===== src/rtl/axi_lite_master.sv =====
// rtl/axi_lite_master.sv - single-beat AXI-lite initiator bridging CPU load/store requests to AR/R and AW/W/B handshakes
module axi_lite_master #(
    parameter int ADDR_W = 64,
    parameter int DATA_W = 64
) (
    input  logic                  clk,
    input  logic                  rst,
    input  logic                  cpu_req_i,
    input  logic                  cpu_wen_i,
    input  logic [ADDR_W-1:0]     cpu_addr_i,
    input  logic [DATA_W-1:0]     cpu_wdata_i,
    input  logic [DATA_W/8-1:0]   cpu_wstrb_i,
    output logic                  cpu_busy_o,
    output logic                  cpu_done_o,
    output logic [DATA_W-1:0]     cpu_rdata_o,
    output logic                  cpu_err_o,
    output logic [ADDR_W-1:0]     axi_araddr_o,
    output logic                  axi_arvalid_o,
    input  logic                  axi_arready_i,
    input  logic [DATA_W-1:0]     axi_rdata_i,
    input  logic [1:0]            axi_rresp_i,
    input  logic                  axi_rvalid_i,
    output logic                  axi_rready_o,
    output logic [ADDR_W-1:0]     axi_awaddr_o,
    output logic                  axi_awvalid_o,
    input  logic                  axi_awready_i,
    output logic [DATA_W-1:0]     axi_wdata_o,
    output logic [DATA_W/8-1:0]   axi_wstrb_o,
    output logic                  axi_wvalid_o,
    input  logic                  axi_wready_i,
    input  logic [1:0]            axi_bresp_i,
    input  logic                  axi_bvalid_i,
    output logic                  axi_bready_o
);
    localparam int SW = DATA_W / 8;

    typedef enum logic [2:0] {
        S_IDLE,
        S_AR,
        S_R,
        S_WR,
        S_B,
        S_DONE
    } state_t;

    state_t            state_q, state_d;
    logic [ADDR_W-1:0] addr_q, addr_d;
    logic [DATA_W-1:0] wdata_q, wdata_d;
    logic [SW-1:0]     wstrb_q, wstrb_d;
    logic              aw_done_q, aw_done_d;
    logic              w_done_q, w_done_d;
    logic [DATA_W-1:0] rdata_q, rdata_d;
    logic              err_q, err_d;
    logic              aw_hs, w_hs;

    assign aw_hs = (state_q == S_WR) && !aw_done_q && axi_awready_i;
    assign w_hs  = (state_q == S_WR) && !w_done_q && axi_wready_i;

    always_comb begin
        state_d   = state_q;
        addr_d    = addr_q;
        wdata_d   = wdata_q;
        wstrb_d   = wstrb_q;
        aw_done_d = aw_done_q;
        w_done_d  = w_done_q;
        rdata_d   = rdata_q;
        err_d     = err_q;
        case (state_q)
            S_IDLE: begin
                if (cpu_req_i) begin
                    addr_d    = cpu_addr_i;
                    wdata_d   = cpu_wdata_i;
                    wstrb_d   = cpu_wstrb_i;
                    aw_done_d = 1'b0;
                    w_done_d  = 1'b0;
                    state_d   = cpu_wen_i ? S_WR : S_AR;
                end
            end
            S_AR: begin
                if (axi_arready_i) state_d = S_R;
            end
            S_R: begin
                if (axi_rvalid_i) begin
                    rdata_d = axi_rdata_i;
                    err_d   = (axi_rresp_i != 2'b00);
                    state_d = S_DONE;
                end
            end
            S_WR: begin
                // Each channel retires independently; leave once both are retired, counting this cycle's handshakes.
                aw_done_d = aw_done_q | aw_hs;
                w_done_d  = w_done_q | w_hs;
                if ((aw_done_q || aw_hs) && (w_done_q || w_hs)) state_d = S_B;
            end
            S_B: begin
                if (axi_bvalid_i) begin
                    err_d   = (axi_bresp_i != 2'b00);
                    state_d = S_DONE;
                end
            end
            S_DONE: state_d = S_IDLE;
            default: state_d = S_IDLE;
        endcase
    end

    always_ff @(posedge clk) begin
        if (rst) begin
            state_q   <= S_IDLE;
            addr_q    <= '0;
            wdata_q   <= '0;
            wstrb_q   <= '0;
            aw_done_q <= 1'b0;
            w_done_q  <= 1'b0;
            rdata_q   <= '0;
            err_q     <= 1'b0;
        end else begin
            state_q   <= state_d;
            addr_q    <= addr_d;
            wdata_q   <= wdata_d;
            wstrb_q   <= wstrb_d;
            aw_done_q <= aw_done_d;
            w_done_q  <= w_done_d;
            rdata_q   <= rdata_d;
            err_q     <= err_d;
        end
    end

    assign cpu_busy_o    = (state_q != S_IDLE);
    assign cpu_done_o    = (state_q == S_DONE);
    assign cpu_rdata_o   = rdata_q;
    assign cpu_err_o     = err_q;
    assign axi_araddr_o  = addr_q;
    assign axi_arvalid_o = (state_q == S_AR);
    assign axi_rready_o  = (state_q == S_R);
    assign axi_awaddr_o  = addr_q;
    assign axi_awvalid_o = (state_q == S_WR) && !aw_done_q;
    assign axi_wdata_o   = wdata_q;
    assign axi_wstrb_o   = wstrb_q;
    assign axi_wvalid_o  = (state_q == S_WR) && !w_done_q;
    assign axi_bready_o  = (state_q == S_B);

endmodule


===== config.mk =====
export PLATFORM = sky130hd
export DESIGN_NAME = axi_lite_master
export DESIGN_NICKNAME = d
export VERILOG_FILES = /design/src/rtl/axi_lite_master.sv
export SDC_FILE = /design/constraint.sdc
export NUM_CORES = 1
export LEC_CHECK = 0
export BUFFER_PORTS_ARGS = -buffer_cell sky130_fd_sc_hd__buf_4
export CAP_MARGIN = 20
export CORE_AREA = 4 4 188 190
export DETAILED_ROUTE_END_ITERATION = 8
export DIE_AREA = 0 0 192 194
export GPL_TIMING_DRIVEN = 0
export SLEW_MARGIN = 20
export SYNTH_ARGS = -nofsm -noshare
export SYNTH_HDL_FRONTEND = slang
export SYNTH_SLANG_ARGS = --single-unit

===== constraint.sdc =====
create_clock -name clk -period 4.17 [get_ports clk]
set_input_delay 0.834 -clock clk [delete_from_list [all_inputs] [get_ports clk]]
set_output_delay 0.834 -clock clk [all_outputs]
set_load 0.01 [all_outputs]

Word-level counts from Yosys, hierarchy flattened
Index checks and enable logic that the tools add are counted.
{"block": "classes", "eq_ne": 10, "n_bitwise": 2, "reduce_logical": 20, "muxes": 13}
{"op": "$mux W3", "count": 5}
{"op": "$pmux W3 S5", "count": 1}
{"op": "$reduce_bool A2 Y1", "count": 4}
{"op": "$eq A3 B2 Y1 const B", "count": 2}
{"op": "$eq A3 B3 Y1 const B", "count": 2}
{"op": "$ne A2 B2 Y1 const B", "count": 3}
{"op": "$pmux W1 S2", "count": 3}
{"op": "$reduce_and A2 Y1", "count": 3}
{"op": "$logic_and A1 B1 Y1", "count": 5}
{"op": "$reduce_and A5 Y1", "count": 1}
{"op": "$ne A2 B1 Y1 const B", "count": 2}
{"op": "$eq A3 B1 Y1 const B", "count": 1}
{"op": "$logic_not A3 Y1", "count": 1}
{"op": "$mux W1", "count": 3}
{"op": "$reduce_and A3 Y1", "count": 1}
{"op": "$reduce_bool A3 Y1", "count": 1}
{"op": "$logic_not A1 Y1", "count": 2}
{"op": "$logic_or A1 B1 Y1", "count": 2}
{"op": "$mux W2", "count": 1}
{"op": "$or A1 B1 Y1", "count": 2}
{"block": "totals", "reg_bits": 206}

Depth between registers and ports, before layout
{"block": "depth", "word_depth": 7, "ltp_mapped": 7, "mapped_depth_nobuf": 4}

Least setup slack after synthesis
Ideal clock, no wire load.
{"block": "synth_path", "path_type": "register to output", "startpoint": "register state_q[0]", "endpoint": "output axi_awvalid_o", "arrival_ns": 0.955, "slack_ns": 2.381, "required_ns": 3.336, "stages_incl_launch_ff": 5, "path_buffers": 2, "cell_sequence": "dfxtp_1 buf_4 clkbuf_1 nand2_1 nor2_1"}
{"block": "synth_via", "elab_chain_len": 2}
{"element": "from (decl)", "line_no": "46", "source": "state_t state_q, state_d;"}
{"element": "from (signal assigned)", "line_no": "117", "source": "state_q <= state_d;"}
{"element": "$eq A3 B2 Y1", "line_no": "136", "source": "assign axi_awvalid_o = (state_q == S_WR) && !aw_done_q;"}
{"element": "$logic_and A1 B1 Y1", "line_no": "136"}
{"element": "to (decl)", "line_no": "25", "source": "output logic axi_awvalid_o,"}
Every way passes these cells.

Worst setup path in the final report
{"block": "layout_path", "startpoint": "register state_q[0]", "endpoint": "output axi_wvalid_o"}
{"block": "layout_via", "elab_chain_len": 2}
{"element": "$eq A3 B2 Y1", "line_no": "139", "source": "assign axi_wvalid_o = (state_q == S_WR) && !w_done_q;"}
{"element": "$logic_and A1 B1 Y1", "line_no": "139"}
{"element": "to (decl)", "line_no": "29", "source": "output logic axi_wvalid_o,"}
Every way passes these cells.

==> flow_metrics.tcl <==
set metrics [dict create \
    run_status "complete, no violations" \
    net-switching-power_mw 2.502 \
    drt-wirelength-per-cell_um 16.01 \
    antenna_found_initial 4 \
    max_cap_viol_count 0 \
    worstMarginPinSlew_ns 0.6719 \
    floorplan.core_area_um2 33450 \
    power_leakage_nw 5.867 \
    synthesis.yosys.warnings 0 \
    synthesis.nets 1194 \
    netlist-cell-type-count 26 \
    ioPinCount 485 \
    clkLatencyLatePin_ns 0.52 \
    worstHoldPathType "flop to flop" \
    worst_hold_path.endpoint "cpu_rdata_o[61]$_SDFFE_PP0P_" \
    report.final.hold_viol_count 0 \
    floorplan.die_area_um2 37250 \
    cp.required_ns 3.34 \
    most_frequent_standard_cell_in_the_layout_excluding_fill_and_tap_cells "sky130_fd_sc_hd__buf_4" \
    hp-start "cpu_rdata_o[61]$_SDFFE_PP0P_" \
    antenna_violating_nets_post_route 0 \
    p_clk_frac 0.300 \
    pd_cells_nw_per_um2 585.9 \
    die_width_um 192 \
    min_path_cells 2 \
    start_util 0.2332 \
    hpwlAfterDp_um 24940 \
    cts.sink_count 206 \
    r2r_slack_ns 2.27 \
    cts.hold.buffers_added 0 \
    drcViolationCount 0 \
    fillCellCount 3480 \
    grt_setup_unrepaired "no" \
    cts_setup_buffers 0 \
    sequential_cell_area_fraction_in_the_yosys_report 0.5286 \
    power_report.internal_total_mw 5.033 \
    final_worst_path_period_share 0.6409 \
    comb_power_share 0.362 \
    std_cell_rows 67 \
    cts_resized 0 \
    timing.clock.skew_ns 0.01441 \
    seq_power_share 0.339 \
    final_cell_area_excluding_filler_cells_um2 12860 \
    detailedRoute.firstIterationViolations 226 \
    tritoncts "yes" \
    numCtsBuffers 24 \
    period_minus_slack_ns 2.672 \
    post_route_cells_drive_above_1_share 0.4125 \
    grt_total_usage 0.1569 \
    final_util 0.3845 \
    clockRootBuffer "sky130_fd_sc_hd__clkbuf_16" \
    cts.reportedPaths.clkPinSlew_ns 0.06 \
    detailedRoute.firstPassIterationCount 4 \
    detailroute.via_count 8222 \
    totalWireLength_um 31370 \
    switching_share 0.3320 \
    viasPerCell 4.195 \
    setup_violations 0 \
    grt_first_pass_wirelength_um 46800 \
    layout_common_cells "sky130_fd_sc_hd__buf_4, sky130_fd_sc_hd__nand2_1, sky130_fd_sc_hd__dfxtp_1, sky130_fd_sc_hd__a21oi_1, sky130_fd_sc_hd__clkbuf_1" \
    grt-ovfl-total 0 \
    final-max-slew-violation-count 0 \
    die_height_um 194 \
    timing.fmax_mhz 374.2 \
    timing.rr.start "state_q[2]$_SDFFE_PP0P_" \
    grt_pass1_vias 8246 \
    endpoint_kind "primary output" \
    timing_worst_setup_path_type "flop to primary output" \
    crit_path_start_kind "flop" \
    placement.cell_area_um2 11990 \
    final.setup.tns_ns 0 \
    portBuffers 483 \
    ctsHtreeMaxLevel 1 \
    synthesis.instances 981 \
    slew_headroom 0.5521 \
    timing.critical_path.arrival_ns 1.84 \
    synthesis.area_um2 7801 \
    hold_ws_ns 0.4539 \
    r2r_cells 7 \
    grt_start_max_net_pins 13 \
    design.final.nets 1703 \
    clock_tree.buffer_depth 3 \
    synth_seq_cells 206 \
    critical_path.reg2reg.endpoint "axi_araddr_o[26]$_SDFFE_PP0P_" \
    crit_fanout 10 \
    synth.avg_cell_area_um2 7.952 \
    irDropWorstVdd_mv 0.3288 \
    flow.area_growth_from_synthesis_pct 64.84 \
    gp_congestion 0.8096 \
]
==> how the worst max path moves through the flow <==
stage / start / end / slack, ns / cells past startpoint
final: state_q[0]$_SDFFE_PP0P_ / axi_wvalid_o / 1.50 / 5
after floorplan: state_q[0]$_SDFFE_PP0P_ / axi_awvalid_o / 2.38 / 4
after global placement: rst / axi_wdata_o[16]$_SDFFE_PP0P_ / 1.41 / 4
after detailed placement: rst / axi_wdata_o[10]$_SDFFE_PP0P_ / 1.40 / 4
after CTS: state_q[0]$_SDFFE_PP0P_ / axi_wvalid_o / 1.43 / 5
after global routing: state_q[0]$_SDFFE_PP0P_ / axi_wvalid_o / 1.32 / 5
==> cell usage after synthesis (all sizes together) <==
master     n  area [um^2]
nor4b      2        17.52
buf       94        754.5
inv        3        11.26
dfxtp    206         4124
a2111o     1        11.26
a211oi     2        15.01
o2bb2ai    1        8.760
nor3       4        25.02
nor3b      2        25.02
a22oi      1        7.510
o22a       1        8.760
o211ai     1        7.510
mux2i      3        30.03
nor2b      1        6.260
nor2       4        15.01
o21ai      3        15.01
a21oi    201         1006
and2       4        26.28
a31oi      2        12.51
and2b      1        7.510
clkbuf    39        146.4
nand2    405         1520
==> critical path, stage by stage, from the launching register on <==
cell	delay [ns]
sky130_fd_sc_hd__dfxtp_1	0.31
sky130_fd_sc_hd__buf_4	0.16
sky130_fd_sc_hd__clkbuf_1	0.39
sky130_fd_sc_hd__nand2_1	0.19
sky130_fd_sc_hd__nor2_1	0.13
sky130_fd_sc_hd__buf_4	0.15
==> stage by stage <==
step,std cells,setup slack [ns],power [mW]
detailed placement,1912,1.405,5.379
CTS,1956,1.430,7.678
global placement,1912,1.411,5.344
finish,1960,1.498,7.535
global route,1960,1.324,8.018
floorplan,981,2.381,4.007
==> routing by layer <==
layer / vias to the layer above / track usage / wire, um
met5: - / 0 / 0
met4: 0 / 0.04913 / 806
met3: 43 / 0.05870 / 3378
met2: 347 / 0.2821 / 15400
li1: 4129 / - / -
met1: 3703 / 0.1696 / 11780
==> cell families (layout without fill, tap and decap cells) <==
| group | Yosys count | count (layout) | share of synthesized area |
|---|---|---|---|
| AOI/OAI and AO/OA | 213 | 213 | 0.1400 |
| buffers and inverters | 136 | 663 | 0.1169 |
| DFF | 206 | 206 | 0.5286 |
| muxes | 3 | 3 | 0.003849 |
| other | 0 | 4 | 0 |
| and+or+nand+nor | 423 | 423 | 0.2106 |
==> flip-flops by register name (all words and copies together), names as in the netlist <==
register and flops:
w_done_q 1, cpu_err_o 1, cpu_rdata_o 64, axi_araddr_o 64, axi_wdata_o 64, state_q 3
axi_wstrb_o 8, aw_done_q 1
==> final cells by class <==
cell class	instances	area, um^2	share of cell area
clock buffer	36	747.0	0.05809
clock inverter	8	115.1	0.008951
antenna	4	10.01	0.0007784
inverter	3	11.26	0.0008757
sequential	206	4124	0.3207
timing repair buffer	483	3626	0.2820
tap	448	560.5	0.04359
buffer	133	900.9	0.07005
multi-input combinational	639	2765	0.2150
==> power groups by stage <==
stage,clock network (mW),logic [mW],registers [mW]
after floorplan,0,1.31,2.70
after global placement,0,2.77,2.58
after detailed placement,0,2.79,2.59
after CTS,2.33,2.79,2.56
after global routing,2.40,3.02,2.60
final,2.26,2.73,2.55
(Power assumes the default switching activity.)
